## config.mk

```make
export PLATFORM = sky130hd
export DESIGN_NAME = echo_initiator
export DESIGN_NICKNAME = d
export VERILOG_FILES = /design/src/rtl/uart_test_pkg.sv /design/src/rtl/echo_pattern_gen.sv /design/src/rtl/echo_initiator.sv
export SDC_FILE = /design/constraint.sdc
export NUM_CORES = 1
export LEC_CHECK = 0
export ABC_AREA = 1
export BUFFER_PORTS_ARGS = -buffer_cell sky130_fd_sc_hd__buf_2
export CORE_ASPECT_RATIO = 1.75
export CORE_MARGIN = 2
export CORE_UTILIZATION = 52
export DETAILED_ROUTE_END_ITERATION = 7
export GPL_TIMING_DRIVEN = 0
export PLACE_DENSITY = 0.72
export SLEW_MARGIN = 20
export SYNTH_ARGS = -nofsm -noshare
export SYNTH_HDL_FRONTEND = slang
export SYNTH_SLANG_ARGS = --single-unit
```

## constraint.sdc

```tcl
create_clock -name clk -period 2.15 [get_ports clk]
set_input_delay 0.215 -clock clk [delete_from_list [all_inputs] [get_ports clk]]
set_output_delay 0.215 -clock clk [all_outputs]
set_load 0.005 [all_outputs]
```

## src/rtl/uart_test_pkg.sv

```systemverilog
// Shared types and constants for the UART byte-echo self-test.
// Used by the initiator FSM and its pattern generator.
package uart_test_pkg;

    typedef logic [7:0] byte_t;

    localparam byte_t TERMINATOR = 8'h55;

    typedef enum logic [2:0] {
        ST_IDLE      = 3'd0,
        ST_SEND_WAIT = 3'd1,
        ST_SEND      = 3'd2,
        ST_ECHO_WAIT = 3'd3,
        ST_FINISH    = 3'd4,
        ST_DONE      = 3'd5
    } state_t;

    // The terminator value is reserved, so the data pattern steps over it.
    function automatic byte_t next_pattern(input byte_t cur);
        byte_t nxt;
        nxt = cur + 8'd1;
        if (nxt == TERMINATOR) begin
            nxt = TERMINATOR + 8'd1;
        end
        return nxt;
    endfunction

endpackage

```

## src/rtl/echo_pattern_gen.sv

```systemverilog
// Pattern register for the echo test: loads SEED, then steps +1 per byte,
// never producing the terminator value.
module echo_pattern_gen
    import uart_test_pkg::*;
#(
    parameter byte_t SEED = 8'h01
) (
    input  logic       clk,
    input  logic       reset,
    input  logic       load,
    input  logic       advance,
    output logic [7:0] pattern
);

    byte_t pattern_q, pattern_d;

    always_comb begin
        pattern_d = pattern_q;
        if (load) begin
            pattern_d = SEED;
        end else if (advance) begin
            pattern_d = next_pattern(pattern_q);
        end
    end

    always_ff @(posedge clk) begin
        if (reset) begin
            pattern_q <= SEED;
        end else begin
            pattern_q <= pattern_d;
        end
    end

    assign pattern = pattern_q;

endmodule

```

## src/rtl/echo_initiator.sv

```systemverilog
// Initiator side of the UART byte-echo link test: sends NUM_BYTES pattern
// bytes plus a terminator, checks every echo and reports pass/timeout/errors.
module echo_initiator
    import uart_test_pkg::*;
#(
    parameter int    NUM_BYTES      = 16,
    parameter byte_t SEED           = 8'h01,
    parameter int    TIMEOUT_CYCLES = 100000
) (
    input  logic       clk,
    input  logic       reset,
    input  logic       activate,
    output logic       done,
    output logic       pass,
    output logic       timeout,
    output logic [7:0] error_count,
    input  logic       tx_active,
    input  logic       tx_done,
    output logic [7:0] tx_data,
    output logic       tx_start,
    input  logic       rx_ready,
    input  logic [7:0] rx_data
);

    localparam int               CNT_W      = $clog2(TIMEOUT_CYCLES + 1);
    localparam byte_t            LAST_INDEX = byte_t'(NUM_BYTES);
    localparam logic [CNT_W-1:0] CNT_LIMIT  = CNT_W'(TIMEOUT_CYCLES - 1);
    localparam logic [CNT_W-1:0] CNT_ONE    = CNT_W'(1);

    state_t           state_q, state_d;
    byte_t            index_q, index_d;
    byte_t            tx_data_q, tx_data_d;
    byte_t            error_count_q, error_count_d;
    logic             timeout_q, timeout_d;
    logic             pass_q, pass_d;
    logic [CNT_W-1:0] count_q, count_d;
    logic             pat_load, pat_advance, err_inc;
    byte_t            pattern;

    // The byte-complete strobe is informational only; echo arrival drives progress.
    logic unused_tx_done;
    assign unused_tx_done = tx_done;

    echo_pattern_gen #(
        .SEED(SEED)
    ) u_pattern (
        .clk     (clk),
        .reset   (reset),
        .load    (pat_load),
        .advance (pat_advance),
        .pattern (pattern)
    );

    always_comb begin
        state_d       = state_q;
        index_d       = index_q;
        tx_data_d     = tx_data_q;
        error_count_d = error_count_q;
        timeout_d     = timeout_q;
        pass_d        = pass_q;
        count_d       = count_q;
        pat_load      = 1'b0;
        pat_advance   = 1'b0;
        err_inc       = 1'b0;

        case (state_q)
            ST_IDLE: begin
                if (activate) begin
                    error_count_d = 8'd0;
                    timeout_d     = 1'b0;
                    pass_d        = 1'b0;
                    index_d       = 8'd0;
                    pat_load      = 1'b1;
                    state_d       = ST_SEND_WAIT;
                end
            end
            ST_SEND_WAIT: begin
                err_inc = rx_ready;
                if (!tx_active) begin
                    tx_data_d = (index_q == LAST_INDEX) ? TERMINATOR : pattern;
                    state_d   = ST_SEND;
                end
            end
            ST_SEND: begin
                err_inc = rx_ready;
                count_d = '0;
                state_d = ST_ECHO_WAIT;
            end
            ST_ECHO_WAIT: begin
                // An echo landing on the final counter value still counts as arrived.
                if (rx_ready) begin
                    err_inc = (rx_data != tx_data_q);
                    if (index_q == LAST_INDEX) begin
                        state_d = ST_FINISH;
                    end else begin
                        index_d     = index_q + 8'd1;
                        pat_advance = 1'b1;
                        state_d     = ST_SEND_WAIT;
                    end
                end else if (count_q == CNT_LIMIT) begin
                    timeout_d = 1'b1;
                    state_d   = ST_FINISH;
                end else begin
                    count_d = count_q + CNT_ONE;
                end
            end
            ST_FINISH: begin
                pass_d  = (error_count_q == 8'd0) && !timeout_q;
                state_d = ST_DONE;
            end
            ST_DONE: begin
                if (!activate) begin
                    state_d = ST_IDLE;
                end
            end
            default: begin
                state_d = ST_IDLE;
            end
        endcase

        if (err_inc && (error_count_q != 8'hFF)) begin
            error_count_d = error_count_q + 8'd1;
        end
    end

    always_ff @(posedge clk) begin
        if (reset) begin
            state_q       <= ST_IDLE;
            index_q       <= 8'd0;
            tx_data_q     <= 8'd0;
            error_count_q <= 8'd0;
            timeout_q     <= 1'b0;
            pass_q        <= 1'b0;
            count_q       <= '0;
        end else begin
            state_q       <= state_d;
            index_q       <= index_d;
            tx_data_q     <= tx_data_d;
            error_count_q <= error_count_d;
            timeout_q     <= timeout_d;
            pass_q        <= pass_d;
            count_q       <= count_d;
        end
    end

    assign done        = (state_q == ST_DONE);
    assign tx_start    = (state_q == ST_SEND);
    assign tx_data     = tx_data_q;
    assign pass        = pass_q;
    assign timeout     = timeout_q;
    assign error_count = error_count_q;

endmodule

```

==> results by group <==
Setup path
  – Worst-path cell chain: inv_1, nor3_4, nand2_1, clkinv_1, nand2_2, nand2_2, buf_6, buf_6, nand2_1, a21oi_1
  – Worst Path Max Fanout: 10
  – CP arrival: 2.17 ns
  – Kind of critical path: register to register
  – Crit end category: register
  – Critical path's largest stage delay: 0.40 ns
  – Type of origin of the critical path: register
  – Slowest CP cell: dfxtp_1
  – Top Family by Delay on Critical Path: simple AND/OR/NAND/NOR gates
  – CP Depth: 10
  – Reg2Reg Depth: 10
  – Worst endpoint required time: 2.41 ns
  – CP bufs+invs: 4

Global routing
  – Vias in the first global route: 2766
  – Tot GR Track Use: 22.9%
  – Global-route congestion overflow total: 0
  – Initial antenna violation count: 0
  – First-pass GRT wire length: 12.3 mm
  – Largest net degree at the start of global routing: 20

Synth
  – Synth Flop Type: dfxtp_1
  – Syn_nets: 484
  – Post-Synthesis Cells: 463
  – EDFF count, synth: 0
  – Ys Warns: 0
  – Syn Area/Cell: 6.72 um2
  – Yosys cell types: 37
  – Asr flop ratio synth: 0%
  – Seq/Total Area, Yosys: 34.7%
  – Synthesized flop and latch total: 54
  – Post-Syn Area: 3110 um2

Power
  – Power density cells: 780 nW/um2
  – Tot Pwr: 2.73 mW
  – Leakage Power: 1.41 nW
  – Worst vdd ir: 0.000397 V

Floorplanning
  – Core ar.: 5830 um2
  – Die Y: 106 um
  – Ports: 34
  – Die width: 62.5 um
  – Initial Util: 53.4%
  – # rows: 37
  – Total die area: 6650 um2

Layout
  – Register area: 1080 um2
  – Layout cells sized above 1: 12.5%
  – Multi-input logic area: 1720 um2
  – Commonest non-fill, non-tap cells in the layout: 99 x nand2_1, 65 x inv_1, 62 x nor2_1
  – Commonest non-fill, non-tap cell in the layout: nand2_1
  – Number of diodes: 0
  – Syn-to-layout area delta: 12.3%
  – Final core utilization: 59.9%
  – Fillers: 614
  – Layout Nets: 524

Timing
  – Slew HR: 63.0%
  – Fin crit share: 88.9%
  – Final setup fails: 0
  – Clk_skew: 0.0204 ns
  – Fin. max-slew vios: 0
  – RSZ-0062 raised after global routing: no
  – Post-route minimum period: 1.91 ns
  – Measured slew at the worst slew-check pin: 0.555 ns
  – Fmax achieved: 523 MHz
  – Setup_tns: 0 ns
  – Final hold vios: 0

Clock network
  – Clock Latency Late Sink: 0.33 ns
  – Root Buffer Master: clkbuf_8
  – CTS clk-pin slew, worst paths: 0.12 ns
  – CTS Sinks: 54
  – H-tree levels: 2
  – CTS tree: yes
  – Max clock buf depth: 2
  – Num CTS Buffers: 5

Route
  – Vias: 3018
  – Drt wl/cell: 12.8 um
  – DRT Pass-1 Iters: 4
  – WL final: 7.44 mm
  – ANT nets after route: 0
  – DRC viols: 0
  – Post-DR vias/cell: 5.19
  – Initial DRC Count: 171

Placement
  – Hpwl dp: 5.68 mm
  – # port buffers: 32
  – RePlAce Congestion: 0.931

Run status
  – Status: finished clean

Job
  – Max Cap Viol: 0

Hold path
  – Worst hold path type: input port to register
  – Hold Crit Depth: 2
## what timing repair did
| item | in CTS | in global routing |
|---|---|---|
| buffers inserted | 0 | 1 |
| endpoints found under the setup margin | 0 | 24 |
| hold buffers | 0 | 0 |
| resized for setup | 0 | 3 |
## kinds of logic after synthesis
logic type / Yosys count / synth area share, %
adders and majority gates: 7 / 2.81
DFF: 54 / 34.7
xor gates and xnor gates: 18 / 5.06
buffers and inverters: 76 / 10.2
AOI/OAI and AO/OA: 66 / 13.0
and+or+nand+nor: 242 / 34.2
## sequential cells by signal (all words and copies together) (netlist names)
name	count
timeout	1
state_q	3
pass	1
tx_data	8
count_q	17
u_pattern.pattern	8
error_count	8
index_q	8
## final timing paths
path,start,end,slack [ns]
worst max register to register,state_q[1],count_q[3],0.24
worst max-delay path,state_q[1],count_q[3],0.24
worst min-delay path,reset,count_q[5],0.13
worst min register to register,pass,pass,0.50
## per-stage QoR
step | hold WS [ns] | setup WS [ns] | std cells | instance area [um2]
2_1_floorplan | 0.284 | 0.453 | 463 | 3110
3_3_place_gp | 0.471 | 0.102 | 573 | 3370
3_5_place_dp | 0.480 | 0.0840 | 573 | 3370
4_1_cts | 0.116 | 0.0743 | 581 | 3470
5_1_grt | 0.122 | 0.0100 | 582 | 3500
6_report | 0.130 | 0.239 | 582 | 3500
## power breakdown
group	switching, mW	internal [mW]	total (mW)
sequential	0.0761	1.08	1.15
combinational	0.604	0.340	0.944
clock	0.387	0.245	0.631
## Yosys cell counts (4+ instances only)
cell type	count	area (um2)
xor2_1	14	123
nand2_2	5	31.3
a211oi_1	6	45.0
ha_1	7	87.6
o21ai_0	13	65.1
nand3b_1	4	30.0
nand4_1	5	31.3
nand3_1	46	230
a21oi_1	32	160
nand2_1	101	379
buf_6	4	45.0
nor3_1	10	50.1
nor2_1	62	233
inv_1	65	244
dfxtp_1	54	1080
xnor2_1	4	35.0
## routing by layer
layer	part of all wire, %	vias to the layer above	wire, um	GRT usage, %
li1	-	1571	-	-
met1	41	1386	3060	25.2
met2	54	50	4050	43.1
met3	2.7	11	198	3.17
met4	1.8	0	131	9.84
met5	0	-	0	0
## cell type report
cell class | instances | area share, %
multi-input cells | 333 | 49.2
inverters | 68 | 7.30
repair buffers | 33 | 5.15
clock buffers | 5 | 1.97
clock inverters | 3 | 0.823
flip-flops and latches | 54 | 30.9
well taps | 78 | 2.79
plain buffers | 8 | 1.83
(Power assumes the default switching activity.)
